===== config.mk =====
export PLATFORM = sky130hd
export DESIGN_NAME = tpu_bus_responder
export DESIGN_NICKNAME = d
export VERILOG_FILES = /design/src/rtl/tpu_bus_pkg.sv /design/src/rtl/tpu_bus_ctrl_fsm.sv /design/src/rtl/tpu_bus_responder.sv
export SDC_FILE = /design/constraint.sdc
export NUM_CORES = 1
export LEC_CHECK = 0
export BUFFER_PORTS_ARGS = -buffer_cell sky130_fd_sc_hd__clkbuf_2
export CORE_ASPECT_RATIO = 0.75
export CORE_MARGIN = 3
export CORE_UTILIZATION = 30
export CTS_CLUSTER_DIAMETER = 50
export CTS_CLUSTER_SIZE = 30
export DETAILED_ROUTE_END_ITERATION = 7
export PLACE_DENSITY = 0.58
export SLEW_MARGIN = 20
export SYNTH_ARGS = -nofsm -noshare
export SYNTH_HDL_FRONTEND = slang
export SYNTH_SLANG_ARGS = --single-unit

===== constraint.sdc =====
create_clock -name clk -period 1.47 [get_ports clk]
set_input_delay 0.294 -clock clk [delete_from_list [all_inputs] [get_ports clk]]
set_output_delay 0.294 -clock clk [all_outputs]
set_load 0.005 [all_outputs]

===== src/rtl/tpu_bus_pkg.sv =====
// Shared constants and types for the TPU bus responder: register offsets, error bits and control FSM states.
package tpu_bus_pkg;

  localparam int unsigned DATA_W = 64;
  localparam int unsigned ADDR_W = 64;
  localparam int unsigned IDX_W  = 61;

  localparam logic [1:0] REG_ENABLE = 2'd0;
  localparam logic [1:0] REG_FINISH = 2'd1;
  localparam logic [1:0] REG_CYC    = 2'd2;
  localparam logic [1:0] REG_ERR    = 2'd3;

  localparam logic [DATA_W-1:0] DEADBEEF = 64'hDEAD_BEEF_DEAD_BEEF;

  localparam int unsigned ERR_UNMAPPED = 0;
  localparam int unsigned ERR_BUSY     = 1;

  typedef enum logic [1:0] {
    IDLE = 2'd0,
    RUN  = 2'd1,
    DONE = 2'd2
  } ctrl_state_t;

endpackage


===== src/rtl/tpu_bus_ctrl_fsm.sv =====
// Core control FSM: start/done handshake, sticky FINISH and ERR flags, RUN cycle counter.
// The counter exists only when TPU_BUS_PERF_CNT_EN is defined; otherwise CYC reads as zero.
module tpu_bus_ctrl_fsm
  import tpu_bus_pkg::*;
(
  input  logic              clk,
  input  logic              rst,
  input  logic              enable_wr,
  input  logic              finish_clr,
  input  logic [1:0]        err_clr,
  input  logic              unmapped,
  input  logic              core_done,
  output logic              core_start,
  output ctrl_state_t       state,
  output logic              finish,
  output logic [1:0]        err,
  output logic [DATA_W-1:0] cyc
);

  logic [1:0] err_set;

  // A new error event wins over a same-cycle W1C of that bit.
  always_comb begin
    err_set               = '0;
    err_set[ERR_UNMAPPED] = unmapped;
    err_set[ERR_BUSY]     = enable_wr && (state == RUN);
  end

  always_ff @(posedge clk or negedge rst) begin
    if (!rst) begin
      state      <= IDLE;
      core_start <= 1'b0;
      finish     <= 1'b0;
      err        <= '0;
    end else begin
      core_start <= 1'b0;
      err        <= (err & ~err_clr) | err_set;
      if (finish_clr) finish <= 1'b0;
      case (state)
        IDLE: begin
          if (enable_wr) begin
            state      <= RUN;
            core_start <= 1'b1;
            finish     <= 1'b0;
          end
        end
        RUN: begin
          if (core_done) begin
            state  <= DONE;
            finish <= 1'b1;
          end
        end
        DONE: begin
          if (enable_wr) begin
            state      <= RUN;
            core_start <= 1'b1;
            finish     <= 1'b0;
          end else if (finish_clr) begin
            state <= IDLE;
          end
        end
        default: state <= IDLE;
      endcase
    end
  end

`ifdef TPU_BUS_PERF_CNT_EN
  // Saturating count of cycles spent in RUN, restarted by each accepted start.
  always_ff @(posedge clk or negedge rst) begin
    if (!rst) begin
      cyc <= '0;
    end else if (enable_wr && (state != RUN)) begin
      cyc <= '0;
    end else if ((state == RUN) && (cyc != '1)) begin
      cyc <= cyc + DATA_W'(1);
    end
  end
`else
  assign cyc = '0;
`endif

endmodule


===== src/rtl/tpu_bus_responder.sv =====
// Bus target: decodes byte addresses into the UB window and the status/control registers,
// with a uniform 2-cycle read pipeline. Optional CYC counter via TPU_BUS_PERF_CNT_EN.
module tpu_bus_responder
  import tpu_bus_pkg::*;
#(
  parameter logic [63:0] BASE_ADDR = 64'h4000_0000,
  parameter int unsigned MEM_WORDS = 4096,
  parameter logic [15:0] REG_BASE  = 16'h2E00,
  parameter int unsigned MEM_AW    = 12
) (
  input  logic              clk,
  input  logic              rst,
  input  logic              axi_req,
  input  logic              axi_we,
  input  logic [ADDR_W-1:0] axi_addr,
  input  logic [DATA_W-1:0] axi_wdata,
  output logic [DATA_W-1:0] axi_rdata,
  output logic              axi_rvalid,
  output logic              mem_req,
  output logic              mem_we,
  output logic [MEM_AW-1:0] mem_addr,
  output logic [DATA_W-1:0] mem_wdata,
  input  logic [DATA_W-1:0] mem_rdata,
  output logic              core_start,
  input  logic              core_done
);

  logic [IDX_W-1:0]  idx;
  logic              below, in_mem, in_reg, unmapped;
  logic [1:0]        reg_off;
  logic              reg_wr;
  logic [DATA_W-1:0] reg_val;

  ctrl_state_t       state;
  logic              finish;
  logic [1:0]        err;
  logic [DATA_W-1:0] cyc;

  logic              s1_vld, s1_mem, s2_vld, s2_mem;
  logic [DATA_W-1:0] s1_data, s2_data;

  // Address decode; an address below the base wraps in the subtraction, so it is flagged separately.
  assign below    = axi_addr < BASE_ADDR;
  assign idx      = IDX_W'((axi_addr - BASE_ADDR) >> 3);
  assign in_mem   = !below && (idx < IDX_W'(MEM_WORDS));
  assign in_reg   = !below && (idx >= IDX_W'(REG_BASE)) && (idx <= IDX_W'(REG_BASE) + IDX_W'(3));
  assign unmapped = !in_mem && !in_reg;
  assign reg_off  = 2'(idx - IDX_W'(REG_BASE));
  assign reg_wr   = axi_req && axi_we && in_reg;

  always_comb begin
    reg_val = '0;
    case (reg_off)
      REG_ENABLE: reg_val = DATA_W'(state == RUN);
      REG_FINISH: reg_val = DATA_W'(finish);
      REG_CYC:    reg_val = cyc;
      REG_ERR:    reg_val = DATA_W'(err);
      default:    reg_val = '0;
    endcase
  end

  tpu_bus_ctrl_fsm u_ctrl (
    .clk        (clk),
    .rst        (rst),
    .enable_wr  (reg_wr && (reg_off == REG_ENABLE) && axi_wdata[0]),
    .finish_clr (reg_wr && (reg_off == REG_FINISH) && axi_wdata[0]),
    .err_clr    ((reg_wr && (reg_off == REG_ERR)) ? axi_wdata[1:0] : 2'b00),
    .unmapped   (axi_req && unmapped),
    .core_done  (core_done),
    .core_start (core_start),
    .state      (state),
    .finish     (finish),
    .err        (err),
    .cyc        (cyc)
  );

  // UB forwarding, registered at the request edge.
  always_ff @(posedge clk or negedge rst) begin
    if (!rst) begin
      mem_req   <= 1'b0;
      mem_we    <= 1'b0;
      mem_addr  <= '0;
      mem_wdata <= '0;
    end else begin
      mem_req <= axi_req && in_mem;
      mem_we  <= axi_req && axi_we && in_mem;
      if (axi_req && in_mem) begin
        mem_addr  <= MEM_AW'(idx);
        mem_wdata <= axi_wdata;
      end
    end
  end

  // Local read data is captured at the request edge and delayed to match the RAM latency.
  always_ff @(posedge clk or negedge rst) begin
    if (!rst) begin
      s1_vld     <= 1'b0;
      s1_mem     <= 1'b0;
      s1_data    <= '0;
      s2_vld     <= 1'b0;
      s2_mem     <= 1'b0;
      s2_data    <= '0;
      axi_rvalid <= 1'b0;
      axi_rdata  <= '0;
    end else begin
      s1_vld     <= axi_req && !axi_we;
      s1_mem     <= in_mem;
      s1_data    <= unmapped ? DEADBEEF : reg_val;
      s2_vld     <= s1_vld;
      s2_mem     <= s1_mem;
      s2_data    <= s1_data;
      axi_rvalid <= s2_vld;
      if (s2_vld) axi_rdata <= s2_mem ? mem_rdata : s2_data;
    end
  end

endmodule


==> Flow_metrics.wiki, run 1 <==
{| class="wikitable"
! Metric !! Value
|-
| Outcome || complete, but fails checks
|-
| Failing checks || negative setup slack
|-
| Final hold slack || 0.0734 ns
|-
| Final net count || 1243
|-
| Fill cells || 2139
|-
| Tmin final || 2.80 ns
|-
| Critical path class || input port to register
|-
| Share of cells above drive strength 1 || 54.7%
|-
| Htree depth || 4
|-
| Worst-path maximum fanout || 11
|-
| Number of antenna violations at the first check in global routing || 0
|-
| Sequential cell area in the final layout || 0.00398 mm²
|-
| Via count of the first global-routing pass || 6153
|-
| Number of synthesized flops with an enable pin || 0
|-
| Most common cell in the synthesized netlist || sky130_fd_sc_hd__dfrtp_1
|-
| Leakage dissipation || 5.53 nW
|-
| Main flop type after synthesis || sky130_fd_sc_hd__dfrtp_1
|-
| CP Capture Type || register
|-
| Wire length on met3 || 1.92 mm
|-
| Cells traversed along the worst timing path || buf_6 > or4_4 > or3_4 > or3b_1 > a2bb2oi_1 > a211oi_4 > and3_4 > nand3_4 > buf_12 > clkbuf_16 > mux2_4
|-
| Setup slack of the critical path after layout || -1.33 ns
|-
| Leading area contributor after synthesis || sky130_fd_sc_hd__dfrtp_1
|-
| Deepest clock path buffer count || 2
|-
| Cells after Synth || 620
|-
| Fin. Hold Viols || 0
|-
| Number of clock sinks || 159
|-
| Area of the multi-input gates || 0.00296 mm²
|-
| Area growth syn-to-layout || 52.0%
|-
| Switching Fraction || 26.0%
|-
| Worst setup slack after placement || -1.78 ns
|-
| Peak supply drop || 0.000637 V
|-
| Most common library cells after synthesis || 159 x sky130_fd_sc_hd__dfrtp_1, 98 x sky130_fd_sc_hd__a21oi_1, 64 x sky130_fd_sc_hd__nor2_1
|-
| Pin count of the biggest net entering global routing || 58
|-
| Slew Viols, Final || 0
|-
| DRC errors left || 0
|-
| WL met2 || 10.3 mm
|-
| Register share of total power || 46.1%
|-
| Worst slew margin relative to its limit || 71.2%
|-
| Placed instance count || 1304
|-
| Average footprint of a synthesized cell || 11.4 µm²
|-
| RSZ-0062 raised after global routing || true
|-
| First-pass GRT wire length || 34.4 mm
|-
| Vias || 6190
|-
| Clock-pin slew on the worst setup and hold paths || 0.07 ns
|-
| Routed len/inst || 16.4 µm
|-
| DP Wirelength || 17.0 mm
|-
| Share of Yosys cell area claimed by the top area cell type || 56.4%
|-
| Root buf cell || sky130_fd_sc_hd__clkbuf_16
|-
| Top Metal Used || met4
|-
| Maximum single-stage delay on the critical path || 0.54 ns
|-
| Switching power total || 2.48 mW
|-
| Synth top area cells || sky130_fd_sc_hd__dfrtp_1 56%, sky130_fd_sc_hd__mux2_4 8.5%, sky130_fd_sc_hd__a21oi_1 6.9%
|-
| Site row count || 47
|-
| Clock tree skew after final layout || 0.0115 ns
|-
| Power Total || 9.53 mW
|-
| Synth Net Count || 819
|-
| Achievable clock frequency || 358 MHz
|-
| Top-Level Pins || 341
|-
| Max-cap violations || 0
|-
| Cell Area, Synth || 0.00706 mm²
|-
| Die outline area || 0.0254 mm²
|-
| DR iter-0 viols || 193
|-
| Worst-margin pin slew || 0.429 ns
|-
| Post-detailed-route via-to-cell ratio || 4.58
|-
| Total length of routed wires || 22.2 mm
|-
| Required time at the worst-slack endpoint || 1.78 ns
|-
| Arrival time of the worst setup path || 3.10 ns
|-
| Initial core utilization || 31.3%
|-
| Number of diodes added for antenna fixing || 0
|-
| Count of unique library cells instantiated by Yosys || 55
|-
| Portion of total power attributed to the clock network || 46.2%
|-
| Slowest CP cell || sky130_fd_sc_hd__or4_4
|-
| M1 wire length || 9.75 mm
|-
| Number of synthesis warnings || 0
|-
| Clock tree from TritonCTS || yes
|-
| Die H || 139 µm
|-
| Remaining antenna violation count after routing || 0
|-
| Final worst path period share || 190%
|-
| Insertion delay of the later-clocked pin in the worst-skew pair || 0.42 ns
|-
| #FFs+latches synth || 159
|-
| Fin cells || 1351
|-
| Power per Cell Area || 889 mW/mm²
|-
| Residual overflow from global routing || 0
|-
| Ys async rst share || 100%
|-
| Placeable Area || 0.0226 mm²
|-
| GP Congestion || 0.840
|-
| Share of the yosys chip area belonging to registers || 56.4%
|-
| TritonCTS buffer count || 17
|-
| Startpoint class of the critical path || input port
|-
| Width of the die || 183 µm
|-
| First-pass iteration count of the detailed router || 4
|-
| Port-buffer cells || 337
|-
| Share of power burned in combinational logic || 7.7%
|-
| Internal power summed over all cells || 7.05 mW
|-
| Setup violators final || 88
|-
| Path class of the lowest-slack min-delay path || input port to register
|-
| Overall track demand over capacity in global routing || 17.0%
|}
## logic make-up after synthesis
| family | count (synthesis) | synth area share (%) |
|---|---|---|
| and+or+nand+nor | 166 | 12.3 |
| DFF | 159 | 56.4 |
| AOI/OAI and AO/OA | 147 | 11.8 |
| muxes | 78 | 14.5 |
| buffers and inverters | 62 | 3.90 |
| xor gates and xnor gates | 6 | 0.745 |
| adders and majority gates | 2 | 0.354 |
## cells in the final DEF (no fill, tap or decap), types with 12 or more instances in the layout
master,netlist,final
sky130_fd_sc_hd__inv_1,25,25
sky130_fd_sc_hd__dfrtp_1,159,157
sky130_fd_sc_hd__nor4_1,16,12
sky130_fd_sc_hd__buf_4,0,83
sky130_fd_sc_hd__clkbuf_16,0,21
sky130_fd_sc_hd__nand3_1,21,20
sky130_fd_sc_hd__a21oi_1,98,98
sky130_fd_sc_hd__nor2_1,64,63
sky130_fd_sc_hd__mux2_4,40,40
sky130_fd_sc_hd__o21ai_0,22,22
sky130_fd_sc_hd__clkbuf_2,0,335
sky130_fd_sc_hd__mux2_2,36,36
## metal layers
layer / GRT usage (%) / vias to the layer above
li1: - / 3070
met1: 22.0 / 2872
met2: 27.1 / 235
met4: 4.05 / 0
met3: 6.35 / 13
met5: 0 / -
## path summary, 6_finish.rpt
check                                             from                          end  slack, ns  cells after the start
max in group asynchronous                          rst    axi_rdata[59]$_DFFE_PN0P_       0.58                      3
setup / recovery                          axi_addr[48]    mem_wdata[44]$_DFFE_PN0P_      -1.33                     11
min in group asynchronous                          rst    axi_rdata[27]$_DFFE_PN0P_       0.35                      2
setup reg to reg           u_ctrl.state[0]$_DFFE_PN0P_  u_ctrl.state[1]$_DFFE_PN0P_       0.04                      5
hold reg to reg                       s1_mem$_DFF_PN0_             s2_mem$_DFF_PN0_       0.35                      0
hold / removal                               core_done  u_ctrl.state[0]$_DFFE_PN0P_       0.07                      2
## worst max-delay path: cells and delay by family
kind	cells	cell delay [ns]
compound gates	2	0.42
buf+inv	3	0.43
simple gates	5	1.66
mux	1	0.29
## power by group through the flow
stage	combinational, mW	clock, mW	sequential [mW]
floorplan	0.142	0	4.47
global placement	0.718	0	4.48
detailed placement	0.716	0	4.48
CTS	0.728	4.56	4.39
global route	0.810	4.74	4.40
finish	0.731	4.41	4.39
## area by class of cell
cell class                      instances  share of cell area (%)
Timing Repair Buffer                  442                    25.4
Clock inverter                         15                    1.57
Inverter                               25                   0.875
Multi-Input combinational cell        399                    27.6
Tap cell                              294                    3.43
Clock buffer                           17                    3.97
Sequential cell                       159                    37.1
## what timing repair did
item                       in CTS  in global routing
buffers inserted                2                  8
pin swaps                       5                  6
resized for setup              12                 21
cloned                          1                  4
setup endpoints to repair      88                 88
hold endpoints to repair       25                  0
hold buffers                    1                  0
## registers in the layout, summed over array words and instances, names as in the netlist, 2 cells and up
name          cells
axi_rdata        64
mem_wdata        64
mem_addr         12
s1_data           3
s2_data           3
u_ctrl.err        2
u_ctrl.state      2
## per-stage QoR
step	setup TNS [ns]	utilization (%)	instance area (µm²)
after floorplan	-132.23	-	7070
after global placement	-149.54	43.2	9740
after detailed placement	-150.66	43.2	9740
after CTS	-104.65	46.3	10400
after global routing	-113.79	47.5	10700
final	-109.70	47.5	10700
Note: power is estimated with default switching activity, not from simulation.
==> inputs of run 2 (changes only) <==
- CORE_UTILIZATION: 30 -> 40
- PLACE_DENSITY: 0.58 -> 0.74
==> run 2 against run 1 <==
  * The run still ends with negative setup slack left
  * Setup slack gained 0.070 ns
  * Via count grew 2.0%
  * Sequential share of layout area grew 1.1 points
  * Core utilization grew 14 points
  * Non-clock buffer count shrank 15
  * Die area shrank 24%
  * Critical path type unchanged
==> Flow_metrics.wiki, run 2 (synthesized netlist as in run 1, its figures left out) <==
{| class="wikitable"
! Metric !! Value
|-
| GP Congestion || 0.868 (was 0.840)
|-
| Placed instance count || 1242 (was 1304)
|-
| Setup violators final || 88 (unchanged)
|-
| First-pass GRT wire length || 33.3 mm (was 34.4 mm)
|-
| Sequential cell area in the final layout || 0.00398 mm² (unchanged)
|-
| Post-detailed-route via-to-cell ratio || 4.94 (was 4.58)
|-
| Slowest CP cell || sky130_fd_sc_hd__or4_4 (unchanged)
|-
| Cells traversed along the worst timing path || clkbuf_2 > or4_4 > or3_4 > or3b_4 > a2bb2oi_2 > a211oi_4 > and3_4 > nand3_4 > buf_12 > mux2_4 (was buf_6 > or4_4 > or3_4 > or3b_1 > a2bb2oi_1 > a211oi_4 > and3_4 > nand3_4 > buf_12 > clkbuf_16 > mux2_4)
|-
| Fin. Hold Viols || 0 (unchanged)
|-
| Number of clock sinks || 159 (unchanged)
|-
| Worst-margin pin slew || 0.418 ns (was 0.429 ns)
|-
| Share of the core filled with cells in the final layout || 61.2% (was 47.5%)
|-
| Width of the die || 159 µm (was 183 µm)
|-
| Final sum of negative setup slack || -104.75 ns (was -109.70 ns)
|-
| Number of diodes added for antenna fixing || 0 (unchanged)
|-
| DP Wirelength || 16.4 mm (was 17.0 mm)
|-
| Die H || 121 µm (was 139 µm)
|-
| Outcome || complete, but fails checks (unchanged)
|-
| Area of the multi-input gates || 0.00296 mm² (about the same)
|-
| Failing checks || negative setup slack (unchanged)
|-
| Initial core utilization || 41.4% (was 31.3%)
|-
| Fin cells || 1279 (was 1351)
|-
| Top-Level Pins || 341 (unchanged)
|-
| Required time at the worst-slack endpoint || 1.77 ns (was 1.78 ns)
|-
| TritonCTS buffer count || 17 (unchanged)
|-
| Achievable clock frequency || 367 MHz (was 358 MHz)
|-
| Overall track demand over capacity in global routing || 21.7% (was 17.0%)
|-
| Via count of the first global-routing pass || 6318 (was 6153)
|-
| Critical path class || input port to register (unchanged)
|-
| Slew Viols, Final || 0 (unchanged)
|-
| Final worst path period share || 185% (was 190%)
|-
| Worst-path maximum fanout || 30 (was 11)
|-
| Power per Cell Area || 915 mW/mm² (was 889 mW/mm²)
|-
| Final hold slack || 0.0945 ns (was 0.0734 ns)
|-
| Share of cells above drive strength 1 || 54.5% (was 54.7%)
|-
| Path class of the lowest-slack min-delay path || input port to register (unchanged)
|-
| Site row count || 41 (was 47)
|-
| Number of antenna violations at the first check in global routing || 0 (unchanged)
|-
| Clock-pin slew on the worst setup and hold paths || 0.06 ns (was 0.07 ns)
|-
| First-pass iteration count of the detailed router || 7 (was 4)
|-
| Leakage dissipation || 5.40 nW (was 5.53 nW)
|-
| Max-cap violations || 0 (unchanged)
|-
| Routed len/inst || 16.4 µm (about the same)
|-
| Final net count || 1229 (was 1243)
|-
| Most common library cell in the layout ignoring fill and taps || sky130_fd_sc_hd__clkbuf_2 (unchanged)
|-
| Tmin final || 2.73 ns (was 2.80 ns)
|-
| Setup slack of the critical path after layout || -1.26 ns (was -1.33 ns)
|-
| Power Total || 9.53 mW (about the same)
|-
| Pin count of the biggest net entering global routing || 47 (was 58)
|-
| Port-buffer cells || 337 (unchanged)
|-
| Clock tree skew after final layout || 0.0116 ns (was 0.0115 ns)
|-
| Fill cells || 1416 (was 2139)
|-
| Most frequent cells in the layout || 336 x sky130_fd_sc_hd__clkbuf_2, 157 x sky130_fd_sc_hd__dfrtp_1, 98 x sky130_fd_sc_hd__a21oi_1 (was 335 x sky130_fd_sc_hd__clkbuf_2, 157 x sky130_fd_sc_hd__dfrtp_1, 98 x sky130_fd_sc_hd__a21oi_1)
|-
| Placeable Area || 0.0170 mm² (was 0.0226 mm²)
|-
| Total length of routed wires || 21.0 mm (was 22.2 mm)
|-
| Die outline area || 0.0193 mm² (was 0.0254 mm²)
|-
| Worst slew margin relative to its limit || 72.2% (was 71.2%)
|-
| Remaining antenna violation count after routing || 0 (unchanged)
|-
| Deepest clock path buffer count || 2 (unchanged)
|-
| Root buf cell || sky130_fd_sc_hd__clkbuf_16 (unchanged)
|-
| DRC errors left || 0 (unchanged)
|-
| Clock tree from TritonCTS || yes (unchanged)
|-
| Vias || 6316 (was 6190)
|-
| Arrival time of the worst setup path || 3.03 ns (was 3.10 ns)
|-
| Regs by FF count || axi_rdata: 64 flops, mem_wdata: 64 flops, mem_addr: 12 flops (unchanged)
|-
| Htree depth || 4 (unchanged)
|-
| Insertion delay of the later-clocked pin in the worst-skew pair || 0.42 ns (about the same)
|-
| Residual overflow from global routing || 0 (unchanged)
|-
| Peak supply drop || 0.000665 V (was 0.000637 V)
|-
| Area growth syn-to-layout || 47.6% (was 52.0%)
|-
| Startpoint class of the critical path || input port (unchanged)
|-
| DR iter-0 viols || 468 (was 193)
|-
| RSZ-0062 raised after global routing || true (unchanged)
|-
| CP Capture Type || register (unchanged)
|-
| Maximum single-stage delay on the critical path || 0.55 ns (was 0.54 ns)
|}
## run 2: cell types whose count changed in the layout (fill, tap and decap cells not counted), moves of 2 or more
| cell | before | now |
|---|---|---|
| sky130_fd_sc_hd__inv_6 | 0 | 5 |
| sky130_fd_sc_hd__buf_4 | 83 | 79 |
| sky130_fd_sc_hd__clkbuf_16 | 21 | 17 |
| sky130_fd_sc_hd__clkbuf_8 | 0 | 2 |
| sky130_fd_sc_hd__nor4_2 | 2 | 5 |
| sky130_fd_sc_hd__nor4_4 | 2 | 0 |
| sky130_fd_sc_hd__clkinv_8 | 3 | 0 |
| sky130_fd_sc_hd__clkinv_4 | 3 | 1 |
| sky130_fd_sc_hd__inv_8 | 7 | 4 |
| sky130_fd_sc_hd__buf_6 | 8 | 2 |
## run 2: path summary, 6_finish.rpt
check	start	endpoint	slack [ns]	cells after the start
worst max-delay path	axi_addr[48]	mem_wdata[40]$_DFFE_PN0P_	-1.26	10
worst min-delay path	core_done	u_ctrl.state[0]$_DFFE_PN0P_	0.09	2
worst max register to register	u_ctrl.state[0]$_DFFE_PN0P_	u_ctrl.state[1]$_DFFE_PN0P_	0.05	5
worst min register to register	s1_data[0]$_DFF_PN0_	s2_data[0]$_DFF_PN0_	0.35	0
max in group asynchronous	rst	axi_rdata[4]$_DFFE_PN0P_	0.57	3
min in group asynchronous	rst	axi_rdata[44]$_DFFE_PN0P_	0.36	2
## run 2: layout make-up
cell class                 count  share of cell area, %
clock inverter                13                   1.37
inverter                      25                  0.901
clock buffer                  19                   4.35
tap                          236                   2.84
timing repair buffer         427                   23.9
sequential                   159                   38.3
multi-input combinational    400                   28.4
## run 2: critical path: cells and delay by family
| family | cells | cell delay, ns |
|---|---|---|
| multiplexers | 1 | 0.32 |
| buffers and inverters | 2 | 0.29 |
| AO/OA/AOI/OAI | 2 | 0.39 |
| AND/OR/NAND/NOR | 5 | 1.71 |
## run 2: report_power, final
part	internal [mW]	leakage [nW]	switching (mW)
Sequential	4.38	1.92	0.0180
Combinational	0.370	3.19	0.349
Clock	2.50	0.289	1.91
## run 2: routing by layer
layer  routed length (µm)  track usage, %
met2                10200            36.1
met3                 1880            7.98
met4                  375            5.69
met1                 8550            27.1
met5                    0               0
## run 2: repair_timing
| action | 4_1_cts | 5_1_grt |
|---|---|---|
| setup endpoints to repair | 88 | 88 |
| hold buffers | 1 | 0 |
| resized for setup | 11 | 12 |
| cloned | 1 | 0 |
| endpoints found under the hold margin | 32 | 0 |
| setup buffers | 3 | 0 |
| pin swaps | 3 | 5 |
## run 2: metrics by stage
| stage | setup slack (ns) | instance area [µm²] |
|---|---|---|
| global route | -1.30 | 10400 |
| CTS | -1.20 | 10400 |
| floorplan | -1.63 | 7070 |
| global placement | -1.74 | 9650 |
| detailed placement | -1.77 | 9650 |
| finish | -1.26 | 10400 |
==> inputs of run 3 (changes only) <==
- PLACE_DENSITY: 0.74 -> 0.71
- clock period: 1.47 -> 2.55 ns (I/O delays scaled with it)
==> run 3 against run 2 <==
  * The flow still finishes with violations (negative setup slack)
  * Sequential power shrank 42%
  * Design area up 0.35%
  * Final cell count rose by 0.23%
  * Clock-buffer cell count did not move
  * Setup slack improved by 0.79 ns
  * Power decreased by 42%
  * Die area unchanged
  * Critical path type unchanged
  * Largest cell class unchanged
==> Flow_metrics.wiki, run 3 (synthesized netlist as in run 1, its figures left out) <==
{| class="wikitable"
! Metric !! Value
|-
| Peak supply drop || 0.000390 V (was 0.000665 V)
|-
| Number of clock sinks || 159 (unchanged)
|-
| Worst-path maximum fanout || 17 (was 30)
|-
| Achievable clock frequency || 332 MHz
|-
| Routed len/inst || 16.9 µm (was 16.4 µm)
|-
| Placeable Area || 0.0170 mm² (unchanged)
|-
| Outcome || complete, but fails checks (unchanged)
|-
| Total placed instance area || 0.00957 mm² (was 0.00965 mm²)
|-
| Fin. Hold Viols || 0 (unchanged)
|-
| Most frequent cells in the layout || 335 x sky130_fd_sc_hd__clkbuf_2, 157 x sky130_fd_sc_hd__dfrtp_1, 98 x sky130_fd_sc_hd__a21oi_1 (was 336 x sky130_fd_sc_hd__clkbuf_2, 157 x sky130_fd_sc_hd__dfrtp_1, 98 x sky130_fd_sc_hd__a21oi_1)
|-
| Max-cap violations || 0 (unchanged)
|-
| Final worst path period share || 118%
|-
| Clock tree from TritonCTS || yes (unchanged)
|-
| Vias || 6386 (was 6316)
|-
| Timing startpoint of the critical path || axi_addr[48] (unchanged)
|-
| Width of the die || 159 µm (unchanged)
|-
| Setup slack of the critical path after layout || -0.465 ns (was -1.26 ns)
|-
| Setup violators final || 87 (was 88)
|-
| Remaining antenna violation count after routing || 0 (unchanged)
|-
| Root buf cell || sky130_fd_sc_hd__clkbuf_16 (unchanged)
|-
| Leakage dissipation || 5.43 nW (was 5.40 nW)
|-
| Tmin final || 3.02 ns
|-
| Pin count of the biggest net entering global routing || 73 (was 47)
|-
| CP Capture Type || register (unchanged)
|-
| Total length of routed wires || 21.6 mm (was 21.0 mm)
|-
| Critical path class || input port to register (unchanged)
|-
| GP Congestion || 0.905 (was 0.868)
|-
| Startpoint class of the critical path || input port (unchanged)
|-
| Site row count || 41 (unchanged)
|-
| Initial core utilization || 41.4% (unchanged)
|-
| Path class of the lowest-slack min-delay path || input port to async pin (was input port to register)
|-
| Most common library cell in the layout ignoring fill and taps || sky130_fd_sc_hd__clkbuf_2 (unchanged)
|-
| Via count of the first global-routing pass || 6225 (was 6318)
|-
| Overall track demand over capacity in global routing || 21.4% (was 21.7%)
|-
| Final hold slack || 0.0533 ns (was 0.0945 ns)
|-
| Post-detailed-route via-to-cell ratio || 4.98 (was 4.94)
|-
| DRC errors left || 0 (unchanged)
|-
| Regs by FF count || axi_rdata: 64 flops, mem_wdata: 64 flops, mem_addr: 12 flops (unchanged)
|-
| Slew Viols, Final || 0 (unchanged)
|-
| First-pass GRT wire length || 32.6 mm (was 33.3 mm)
|-
| Power per Cell Area || 524 mW/mm² (was 915 mW/mm²)
|-
| Area growth syn-to-layout || 48.1% (was 47.6%)
|-
| Failing checks || negative setup slack (unchanged)
|-
| Top-Level Pins || 341 (unchanged)
|-
| Number of antenna violations at the first check in global routing || 0 (unchanged)
|-
| DP Wirelength || 16.1 mm (was 16.4 mm)
|-
| Insertion delay of the later-clocked pin in the worst-skew pair || 0.42 ns (about the same)
|-
| Final net count || 1232 (was 1229)
|-
| Worst-margin pin slew || 0.711 ns (was 0.418 ns)
|-
| Die H || 121 µm (unchanged)
|-
| Deepest clock path buffer count || 2 (unchanged)
|-
| Clock-pin slew on the worst setup and hold paths || 0.07 ns (was 0.06 ns)
|-
| Residual overflow from global routing || 0 (unchanged)
|-
| Required time at the worst-slack endpoint || 2.86 ns (was 1.77 ns)
|-
| Worst slew margin relative to its limit || 52.6% (was 72.2%)
|-
| RSZ-0062 raised after global routing || true (unchanged)
|-
| Final sum of negative setup slack || -34.97 ns (was -104.75 ns)
|-
| Post-route cell area || 0.0105 mm² (was 0.0104 mm²)
|-
| Arrival time of the worst setup path || 3.33 ns (was 3.03 ns)
|-
| Port-buffer cells || 337 (unchanged)
|-
| Number of diodes added for antenna fixing || 0 (unchanged)
|-
| Worst reg2reg startpoint || s2_vld$_DFF_PN0_ (was u_ctrl.state[0]$_DFFE_PN0P_)
|-
| First-pass iteration count of the detailed router || 5 (was 7)
|-
| Die outline area || 0.0193 mm² (unchanged)
|-
| Clock tree skew after final layout || 0.00916 ns (was 0.0116 ns)
|-
| TritonCTS buffer count || 17 (unchanged)
|-
| Share of cells above drive strength 1 || 54.4% (was 54.5%)
|-
| DR iter-0 viols || 399 (was 468)
|-
| Htree depth || 4 (unchanged)
|-
| Share of the core filled with cells in the final layout || 61.4% (was 61.2%)
|}
[run 3: critical path, cell delays in order]
cell	delay, ns
sky130_fd_sc_hd__buf_6	0.09
sky130_fd_sc_hd__or4_4	0.53
sky130_fd_sc_hd__or3_4	0.39
sky130_fd_sc_hd__or3b_4	0.43
sky130_fd_sc_hd__a2bb2oi_4	0.19
sky130_fd_sc_hd__a211oi_4	0.24
sky130_fd_sc_hd__and3_4	0.24
sky130_fd_sc_hd__nand3_4	0.07
sky130_fd_sc_hd__buf_12	0.16
sky130_fd_sc_hd__buf_12	0.16
sky130_fd_sc_hd__mux2_4	0.30
[run 3: layer usage]
metal  share of wire [%]  GRT usage (%)
met1                  43           27.6
met2                  48           34.9
met3                 7.4           6.76
met4                 1.5           6.56
met5                   0              0
[run 3: worst paths after layout]
path	to	slack, ns	cells after the start
hold / removal	axi_rdata[41]$_DFFE_PN0P_	0.05	1
max in group asynchronous	axi_rdata[28]$_DFFE_PN0P_	1.83	2
setup reg to reg	axi_rdata[53]$_DFFE_PN0P_	0.96	3
hold reg to reg	s2_vld$_DFF_PN0_	0.35	0
min in group clk	s1_vld$_DFF_PN0_	0.29	2
setup / recovery	mem_wdata[18]$_DFFE_PN0P_	-0.47	11
[run 3: timing repair]
item | CTS | global route
buffers inserted | 4 | 5
hold buffers | 0 | 0
cloned | 0 | 4
pin swaps | 4 | 5
resized for setup | 9 | 15
setup endpoints to repair | 87 | 88
[run 3: cell type report]
type | instances | area [µm²]
repair buffers | 431 | 2550
multi-input cells | 399 | 2930
clock buffers | 19 | 443
inverters | 25 | 93.8
flip-flops and latches | 159 | 3980
clock inverters | 13 | 150
well taps | 236 | 295
fillers | 1464 | 6580
[run 3: power breakdown]
group / leakage, nW / internal [mW] / switching, mW
Clock: 0.291 / 1.42 / 1.13
Sequential: 1.92 / 2.53 / 0.0178
Combinational: 3.22 / 0.203 / 0.189
[run 3: through the flow]
step | setup slack [ns] | total power [mW] | std cells
6_report | -0.465 | 5.48 | 1282
5_1_grt | -0.488 | 5.71 | 1282
4_1_cts | -0.404 | 5.54 | 1273
3_5_place_dp | -0.928 | 2.98 | 1237
3_3_place_gp | -0.884 | 2.97 | 1237
2_1_floorplan | -0.764 | 2.66 | 620
